--- src/rtl/sd_pkg.sv ---
// rtl/sd_pkg.sv - shared state encoding and sector geometry for the SD sector buffer
package sd_pkg;

  // Load sequencer states
  typedef enum logic [1:0] {
    ST_IDLE      = 2'd0,
    ST_WAIT_INIT = 2'd1,
    ST_REQ       = 2'd2,
    ST_FILL      = 2'd3
  } sd_state_e;

  localparam int          SD_SECTOR_BYTES   = 512;
  localparam logic [31:0] SD_DEFAULT_SECTOR = 32'd16640;
  localparam int          SD_TIMEOUT_CYCLES = 1000000;

endpackage

--- src/rtl/sd_word_ram.sv ---
// rtl/sd_word_ram.sv - single write port, registered read port word RAM for one sector
module sd_word_ram #(
  parameter int DEPTH = 128,
  parameter int AW    = 7
) (
  input  logic          i_clock,
  input  logic          i_reset,
  input  logic          i_we,
  input  logic [AW-1:0] i_waddr,
  input  logic [31:0]   i_wdata,
  input  logic [8:0]    i_rindex,
  output logic [31:0]   o_rdata
);

  localparam logic [8:0] DEPTH_IDX = 9'(DEPTH);

  logic [31:0] r_mem [DEPTH];
  logic [31:0] r_rdata;

  // Storage array: contents survive reset so a loaded sector is never wiped by it
  always_ff @(posedge i_clock) begin
    if (i_we) begin
      r_mem[i_waddr] <= i_wdata;
    end
  end

  // Registered read; indices past the sector return zero, same-cycle write yields old data
  always_ff @(posedge i_clock) begin
    if (i_reset) begin
      r_rdata <= '0;
    end else if (i_rindex < DEPTH_IDX) begin
      r_rdata <= r_mem[i_rindex[AW-1:0]];
    end else begin
      r_rdata <= '0;
    end
  end

  assign o_rdata = r_rdata;

endmodule

--- src/rtl/sd_sector_buffer.sv ---
// rtl/sd_sector_buffer.sv - sector load FSM, little-endian byte packer and CPU word read port
module sd_sector_buffer
  import sd_pkg::*;
#(
  parameter int          SECTOR_BYTES   = SD_SECTOR_BYTES,
  parameter logic [31:0] DEFAULT_SECTOR = SD_DEFAULT_SECTOR,
  parameter int          TIMEOUT_CYCLES = SD_TIMEOUT_CYCLES
) (
  input  logic        i_clock,
  input  logic        i_reset,
  input  logic        i_sd_initialized,
  input  logic        i_load_start,
  input  logic [31:0] i_load_sector,
  output logic        o_rd_req,
  output logic [31:0] o_rd_sector,
  input  logic        i_rd_byte_valid,
  input  logic [7:0]  i_rd_byte,
  input  logic        i_rd_complete,
  input  logic [31:0] i_cpu_addr,
  output logic [31:0] o_cpu_rdata,
  output logic        o_buf_valid,
  output logic        o_busy,
  output logic        o_err,
  output logic [9:0]  o_byte_count
);

  localparam int              WORDS      = SECTOR_BYTES / 4;
  localparam int              AW         = $clog2(WORDS);
  localparam int              TW         = $clog2(TIMEOUT_CYCLES + 1);
  localparam logic [9:0]      FULL_COUNT = 10'(SECTOR_BYTES);
  localparam logic [TW-1:0]   TMO_LAST   = TW'(TIMEOUT_CYCLES - 1);

  sd_state_e     r_state;
  logic          r_rd_req;
  logic [31:0]   r_rd_sector;
  logic          r_buf_valid;
  logic          r_busy;
  logic          r_err;
  logic [9:0]    r_byte_count;
  logic          r_ovf;
  logic          r_auto_done;
  logic [31:0]   r_word;
  logic [TW-1:0] r_tmo;
  logic          r_cmpl_d;
  logic          r_we;
  logic [AW-1:0] r_waddr;
  logic [31:0]   r_wdata;

  logic          w_auto;
  logic          w_start;
  logic [31:0]   w_start_sector;
  logic          w_byte_in;
  logic          w_byte_acc;
  logic [1:0]    w_lane;
  logic [9:0]    w_cnt_next;
  logic          w_ovf_next;
  logic [31:0]   w_word_next;
  logic          w_cmpl_rise;
  logic          w_unused_addr;

  assign w_auto         = !r_auto_done && i_sd_initialized;
  assign w_start        = (r_state == ST_IDLE) && (i_load_start || w_auto);
  assign w_start_sector = i_load_start ? i_load_sector : DEFAULT_SECTOR;
  assign w_byte_in      = (r_state == ST_FILL) && i_rd_byte_valid;
  assign w_byte_acc     = w_byte_in && (r_byte_count < FULL_COUNT);
  assign w_lane         = r_byte_count[1:0];
  assign w_cnt_next     = r_byte_count + 10'(w_byte_acc);
  assign w_ovf_next     = r_ovf || (w_byte_in && !w_byte_acc);
  assign w_cmpl_rise    = i_rd_complete && !r_cmpl_d;
  assign w_unused_addr  = ^{i_cpu_addr[31:11], i_cpu_addr[1:0]};

  // Merge this cycle's byte into the word being assembled; lane 0 starts a fresh zeroed word
  always_comb begin
    w_word_next = r_word;
    if (w_byte_acc) begin
      if (w_lane == 2'd0) begin
        w_word_next = {24'h0, i_rd_byte};
      end else begin
        w_word_next[8*w_lane +: 8] = i_rd_byte;
      end
    end
  end

  // Remember previous rd_complete so a held level only completes one load
  always_ff @(posedge i_clock) begin
    if (i_reset) begin
      r_cmpl_d <= 1'b0;
    end else begin
      r_cmpl_d <= i_rd_complete;
    end
  end

  // Load sequencer: trigger, wait for card, one-cycle request, then pack bytes until done or stalled
  always_ff @(posedge i_clock) begin
    if (i_reset) begin
      r_state      <= ST_IDLE;
      r_rd_req     <= 1'b0;
      r_rd_sector  <= '0;
      r_buf_valid  <= 1'b0;
      r_busy       <= 1'b0;
      r_err        <= 1'b0;
      r_byte_count <= '0;
      r_ovf        <= 1'b0;
      r_auto_done  <= 1'b0;
      r_word       <= '0;
      r_tmo        <= '0;
      r_we         <= 1'b0;
      r_waddr      <= '0;
      r_wdata      <= '0;
    end else begin
      r_rd_req <= 1'b0;
      r_we     <= 1'b0;
      case (r_state)
        ST_IDLE: begin
          if (w_start) begin
            r_state      <= ST_WAIT_INIT;
            r_busy       <= 1'b1;
            r_rd_sector  <= w_start_sector;
            r_buf_valid  <= 1'b0;
            r_err        <= 1'b0;
            r_byte_count <= '0;
            r_ovf        <= 1'b0;
            r_word       <= '0;
            if (!i_load_start) begin
              r_auto_done <= 1'b1;
            end
          end
        end
        ST_WAIT_INIT: begin
          if (i_sd_initialized) begin
            r_state  <= ST_REQ;
            r_rd_req <= 1'b1;
          end
        end
        ST_REQ: begin
          r_state <= ST_FILL;
          r_tmo   <= '0;
        end
        ST_FILL: begin
          r_byte_count <= w_cnt_next;
          r_ovf        <= w_ovf_next;
          r_word       <= w_word_next;
          r_tmo        <= w_byte_in ? '0 : r_tmo + TW'(1);
          if (w_byte_acc && (w_lane == 2'd3)) begin
            r_we    <= 1'b1;
            r_waddr <= r_byte_count[AW+1:2];
            r_wdata <= w_word_next;
          end
          if (w_cmpl_rise) begin
            r_state <= ST_IDLE;
            r_busy  <= 1'b0;
            if ((w_cnt_next == FULL_COUNT) && !w_ovf_next) begin
              r_buf_valid <= 1'b1;
            end else begin
              r_err <= 1'b1;
            end
            // A short sector leaves a partial word behind; push it out with zero upper lanes
            if (w_cnt_next[1:0] != 2'd0) begin
              r_we    <= 1'b1;
              r_waddr <= w_cnt_next[AW+1:2];
              r_wdata <= w_word_next;
            end
          end else if (!w_byte_in && (r_tmo == TMO_LAST)) begin
            r_state <= ST_IDLE;
            r_busy  <= 1'b0;
            r_err   <= 1'b1;
          end
        end
        default: begin
          r_state <= ST_IDLE;
          r_busy  <= 1'b0;
        end
      endcase
    end
  end

  sd_word_ram #(
    .DEPTH (WORDS),
    .AW    (AW)
  ) u_ram (
    .i_clock  (i_clock),
    .i_reset  (i_reset),
    .i_we     (r_we),
    .i_waddr  (r_waddr),
    .i_wdata  (r_wdata),
    .i_rindex (i_cpu_addr[10:2]),
    .o_rdata  (o_cpu_rdata)
  );

  assign o_rd_req     = r_rd_req;
  assign o_rd_sector  = r_rd_sector;
  assign o_buf_valid  = r_buf_valid;
  assign o_busy       = r_busy;
  assign o_err        = r_err;
  assign o_byte_count = r_byte_count;

endmodule

--- config.mk ---
export PLATFORM = sky130hd
export DESIGN_NAME = sd_sector_buffer
export DESIGN_NICKNAME = d
export VERILOG_FILES = /design/src/rtl/sd_pkg.sv /design/src/rtl/sd_word_ram.sv /design/src/rtl/sd_sector_buffer.sv
export SDC_FILE = /design/constraint.sdc
export NUM_CORES = 2
export LEC_CHECK = 0
export ABC_AREA = 1
export CELL_PAD_IN_SITES_DETAIL_PLACEMENT = 0
export CELL_PAD_IN_SITES_GLOBAL_PLACEMENT = 1
export CORE_ASPECT_RATIO = 0.8
export CORE_MARGIN = 2
export CORE_UTILIZATION = 35
export CTS_CLUSTER_DIAMETER = 80
export DETAILED_ROUTE_END_ITERATION = 16
export PLACE_DENSITY = 0.56
export SLEW_MARGIN = 20
export SYNTH_ARGS = -nofsm -noshare
export SYNTH_HDL_FRONTEND = slang
export SYNTH_SLANG_ARGS = --single-unit
export TNS_END_PERCENT = 50
--- constraint.sdc ---
create_clock -name i_clock -period 3.18 [get_ports i_clock]
set_input_delay 0.636 -clock i_clock [delete_from_list [all_inputs] [get_ports i_clock]]
set_output_delay 0.636 -clock i_clock [all_outputs]
set_load 0.1 [all_outputs]
After elaboration in Yosys (flattened, before gate mapping). Memories as Yosys holds them, arrays and structs flattened. A register that Yosys moved wholly into a read port is not among the register bits. Cells that the tools add are included.

Flip-flop bits (word level): 143. RAM bits: 4096. Input bits: 78. Output and inout bits: 78. Memories kept: 1.

Memories: u_ram.r_mem (words 128, width 32, rd ports 1, clocked after Yosys merged registers in 1, wr ports 1, line sd_word_ram.sv:17) `logic [31:0] r_mem [DEPTH];`.

Add/subtract/negate cells: 3. $lt $le $gt $ge: 2. Equal/unequal tests: 12. Shift-type cells: 2. Mux-type cells: 40. Bitwise logic cells: 4. Reduce and logical (&&, ||, !) cells: 31.

Operators with widths (number): 32-bit two-way mux (7); 32-bit case mux with 2 select lines (1); 20-bit case mux with 2 select lines (1); 5-bit negation with 34-bit output (1); 8-bit by 34-bit variable shift with 32-bit output, first input constant (1); 8-bit by 34-bit variable part select with 32-bit output (1); 32-bit bitwise mux (1); 7-bit two-way mux (3); 20-bit by 1-bit adder with 20-bit output, second input constant (1); 20-bit == test, second input constant (1); 20-bit two-way mux (1); 10-bit case mux with 2 select lines (1); 1-bit two-way mux (15); 10-bit by 1-bit adder with 10-bit output (1); 10-bit == test, second input constant (1); 10-bit < comparator, second input constant (1); 10-bit two-way mux (1); 1-bit logical AND (9); 9-bit by 8-bit < comparator with 1-bit output, second input constant (1); 3-bit AND reduction (3); 2-bit two-way mux (4); 1-bit case mux with 2 select lines (4); 2-bit case mux with 4 select lines (1); 4-bit AND reduction (2); 13 further kinds (31).

Longest topological paths before layout.
Depth in word-level cells: 11. Depth in mapped cells: 16. Mapped depth without buffers: 16.

Cells and area by module. From an unflattened synthesis, not the netlist that was laid out.

Cells, all modules: 14503. Area, all modules: 172235.2 µm².

By module, submodules not included: sd_word_ram (times used 1, cells each 13584, area each 165723.9 µm²); sd_sector_buffer (times used 1, cells each 919, area each 6511.2 µm²).

Least setup slack after synthesis. OpenSTA, ideal clock, no wires.

Path kind: register to register. Start point: register r_waddr[6]. End point: memory u_ram.r_mem[75][0], enable pin. Library setup time: 0.461 ns. Arrival time: 3.072 ns. Data required time: 2.719 ns. Setup slack: -0.353 ns. Cell stages (with the launch flop): 5. Buffers on the path: 0. Period minus slack after synthesis: 3.533 ns. Cell sequence: dfxtp_1 inv_1 nor2_1 nand2_1 nor3_1.

RTL lines: start: declaration (line sd_sector_buffer.sv:46) `logic [AW-1:0] r_waddr;`; start signal: assignment (line sd_sector_buffer.sv:146) `r_waddr <= r_byte_count[AW+1:2];`; start signal: assignment (line sd_sector_buffer.sv:160) `r_waddr <= w_cnt_next[AW+1:2];`; end: declaration (line sd_word_ram.sv:17).

No word-level cell before the write port.

Final worst setup path.
Start point: register u_ram.r_rdata[10], in the netlist u_ram.o_rdata[10], read port of u_ram.r_mem. End point: output port o_cpu_rdata[10].

RTL lines: start: declaration (line sd_word_ram.sv:18) `logic [31:0] r_rdata;`; end: declaration (line sd_sector_buffer.sv:20) `output logic [31:0] o_cpu_rdata,`.

No word-level cell between the ends.

==> flow_summary.json <==
{
  "status": "completed",
  "grt_setup_unrepaired": "false",
  "min_path_cells": 3,
  "cp.buffers_inverters": 1,
  "arrival_ns": 2.18,
  "ctsLongestPathBuffers": 4,
  "drc": 0,
  "depth_of_the_worst_register_to_register_path": 5,
  "crit_type": "flop to primary output",
  "final-max-slew-violation-count": 0,
  "syn_avg_cell_area_um2": 11.9,
  "post-layout-total-power_mw": 120,
  "period_needed_ns": 2.81,
  "std_cell_rows": 230,
  "hold_class": "input port to flop",
  "worstPathCellList": "buf_4",
  "maxSlewHeadroom": 0.266,
  "tightestPinTransition_ns": 1.10,
  "routability_congestion_estimate_from_global_placement": 0.810,
  "hold_path_end": "r_cmpl_d",
  "synth_area_um2": 172000,
  "worstSetupStartpointType": "flop",
  "syn-instance-count": 14500,
  "detailed_place.area_um2": 188000,
  "firstDrtPassIters": 5,
  "finalClockSkew_ns": 0.0660,
  "synth_seq_cells": 4271,
  "final_antenna_net_count": 0,
  "top_usage_layer": "met2",
  "instances_no_fill": 21900,
  "tritoncts_clock_tree": "done",
  "clockRootBuffer": "clkbuf_16",
  "drive_gt1_frac": 0.118,
  "yosysSeqAreaShare": 0.734,
  "global_route.usage.met2": 0.344,
  "initial_core_utilization": 0.351,
  "overflow": 0,
  "setup_viol": 0,
  "postSynthNetCount": 14600,
  "reg2reg_to": "u_ram.r_mem[58][23]",
  "ys.warnings.count": 0,
  "most_frequently_used_flop_master_after_synthesis": "edfxtp_1",
  "clock_insertion_delay_worst_skew_ns": 1.03,
  "asyncSetResetFlopFracSynth": 0,
  "slowest_stage": "dfxtp_1",
  "detailroute.via_count": 113000,
  "p_per_area_nw_per_um2": 595,
  "route.detailed.vias_per_inst": 5.17,
  "hp-start": "i_rd_complete",
  "end_kind": "primary output",
  "clk_pin_slew_ns": 0.06,
  "final.period_utilization": 0.885,
  "total_leakage_power_nw": 69.1,
  "cts_htree_levels": 5,
  "fillCellCount": 46500,
  "vdd_drop_max_uv": 492,
  "drt-wirelength-per-cell_um": 25.9,
  "number_of_top_level_pins": 156,
  "area_added_between_synthesis_and_finish_pct": 17.4,
  "port_buffers": 132,
  "cts_sinks": 4271,
  "synth_enable_flop_cells": 4096,
  "synth_most_common_cell": "nand2_1",
  "worst-path-max-fanout": 1,
  "dieArea_um2": 498000,
  "worst_r2r_startpoint": "r_waddr[4]",
  "number_of_antenna_violations_at_the_first_check_in_global_routing": 17,
  "place.detailed.hpwl_mm": 329,
  "cell_count_after_placement": 21100,
  "timing.critical_path.required_ns": 2.54,
  "final_hold_viol_count": 0,
  "core-area_um2": 490000,
  "first_global_vias": 108000,
  "tritoncts_buffer_count": 441,
  "worst_path_top_cell_family_by_delay": "flip-flops",
  "design.final.nets": 15100,
  "dpl_worst_slack_ns": -0.157,
  "combined_area_of_the_multi_input_logic_cells_um2": 40900,
  "cts_repair_resize_count": 0,
  "synth.largest_area_cell": "edfxtp_1",
  "post-route-worst-setup-slack_ns": 0.366,
  "post_layout_instance_area_um2": 202000,
  "grt_max_degree": 175,
  "netlist_top_cells_count": "nand2_1, edfxtp_1, nand3_1",
  "yosysUniqueCellTypes": 40,
  "first_pass_grt_wire_length_mm": 810,
  "grt_usage": 0.222,
  "fmax_mhz": 355,
  "crit_path_max_incr_delay_ns": 0.74,
  "detail_route.wirelength_mm": 569,
  "grt_use_met3": 0.0260,
  "die_width_um": 789,
  "cap_viol_max_count": 0,
  "synth.area.top_cells": "edfxtp_1, nand3_1, nand2_1, dfxtp_1, buf_2",
  "yosysTopAreaCellShare": 0.714,
  "setup.reg_to_reg.worst_slack_ns": 0.46,
  "gr-usage-met1": 0.332,
  "die_y_um": 632,
  "final-seq-area_um2": 127000,
  "detail_route.iter0.violations": 10800
}
## layer usage
metal  part of all wire  routed length (um)  up-vias
met4              0.027               15300        0
met1               0.47              268000    57000
met5                  0                   0        -
li1                   -                   -    52600
met2               0.45              253000     3146
met3              0.057               32300      640
## power breakdown
part | total [mW] | internal, mW | switching, mW
Combinational | 9.21 | 2.76 | 6.45
Clock | 50.2 | 27.8 | 22.4
Sequential | 61.0 | 60.9 | 0.127
## cell families after synthesis
kind of cell	count (synthesis)	share of synthesized area
compound gates	219	0.00733
simple gates	8913	0.223
fa+ha+maj	12	0.000871
buf+inv	1071	0.0341
xor+xnor	6	0.000305
flops	4271	0.734
## cells in the final DEF (no fill, tap or decap), types with 9 or more instances in the layout
cell type,count
nand3_1,3921
clkbuf_8,17
or2_2,10
bufinv_16,21
ha_1,12
clkbuf_1,97
buf_12,343
edfxtp_1,4096
clkdlybuf4s50_1,46
o21ai_0,41
a211oi_1,13
nand2_2,12
clkinv_1,124
inv_1,100
dfxtp_1,143
buf_4,653
nand2_1,4668
nor3_1,16
dfxtp_4,32
clkinvlp_4,11
clkinv_2,83
a221oi_1,9
nor2_4,129
clkbuf_16,446
o22ai_1,10
nand4_1,10
diode_2,21
a21oi_1,123
nor2_1,137
## how the worst max path moves through the flow
stage	from	cells after the start	slack, ns	end
4_1_cts	u_ram.o_rdata[10]	1	0.23	o_cpu_rdata[10]
6_report	u_ram.o_rdata[10]	1	0.37	o_cpu_rdata[10]
3_3_place_gp	i_cpu_addr[2]	16	-0.16	u_ram.o_rdata[6]
3_5_place_dp	i_cpu_addr[2]	16	-0.16	u_ram.o_rdata[6]
2_1_floorplan	r_waddr[6]	4	-0.35	u_ram.r_mem[75][0]
5_1_grt	o_byte_count[0]	10	0.30	r_word[23]
## sequential cells by signal, indices dropped and copies added, names as in the netlist, 2 cells and up
signal / flops
o_byte_count: 10
o_rd_sector: 32
r_state: 2
r_tmo: 20
r_waddr: 7
r_wdata: 32
r_word: 32
u_ram.o_rdata: 32
u_ram.r_mem: 4096
## cell type report
cell class | instances | area share
sequential | 4271 | 0.626
multi-input combinational | 9150 | 0.202
timing repair buffer | 1048 | 0.0609
clock buffer | 559 | 0.0581
tap | 6496 | 0.0402
clock inverter | 258 | 0.00976
inverter | 114 | 0.00238
antenna | 21 | 0.000260
## timing repair
item,in CTS,in global routing
hold buffers,1,0
endpoints found under the hold margin,14,0
buffers inserted,0,0
## through the flow
step,util,hold slack (ns),TNS (ns)
3_3_place_gp,0.384,0.446,-1.02
3_5_place_dp,0.384,0.456,-1.09
4_1_cts,0.412,0.106,0
2_1_floorplan,-,0.432,-22.59
5_1_grt,0.412,0.148,0
6_report,0.412,0.198,0
Note: power is estimated with default switching activity, not from simulation.
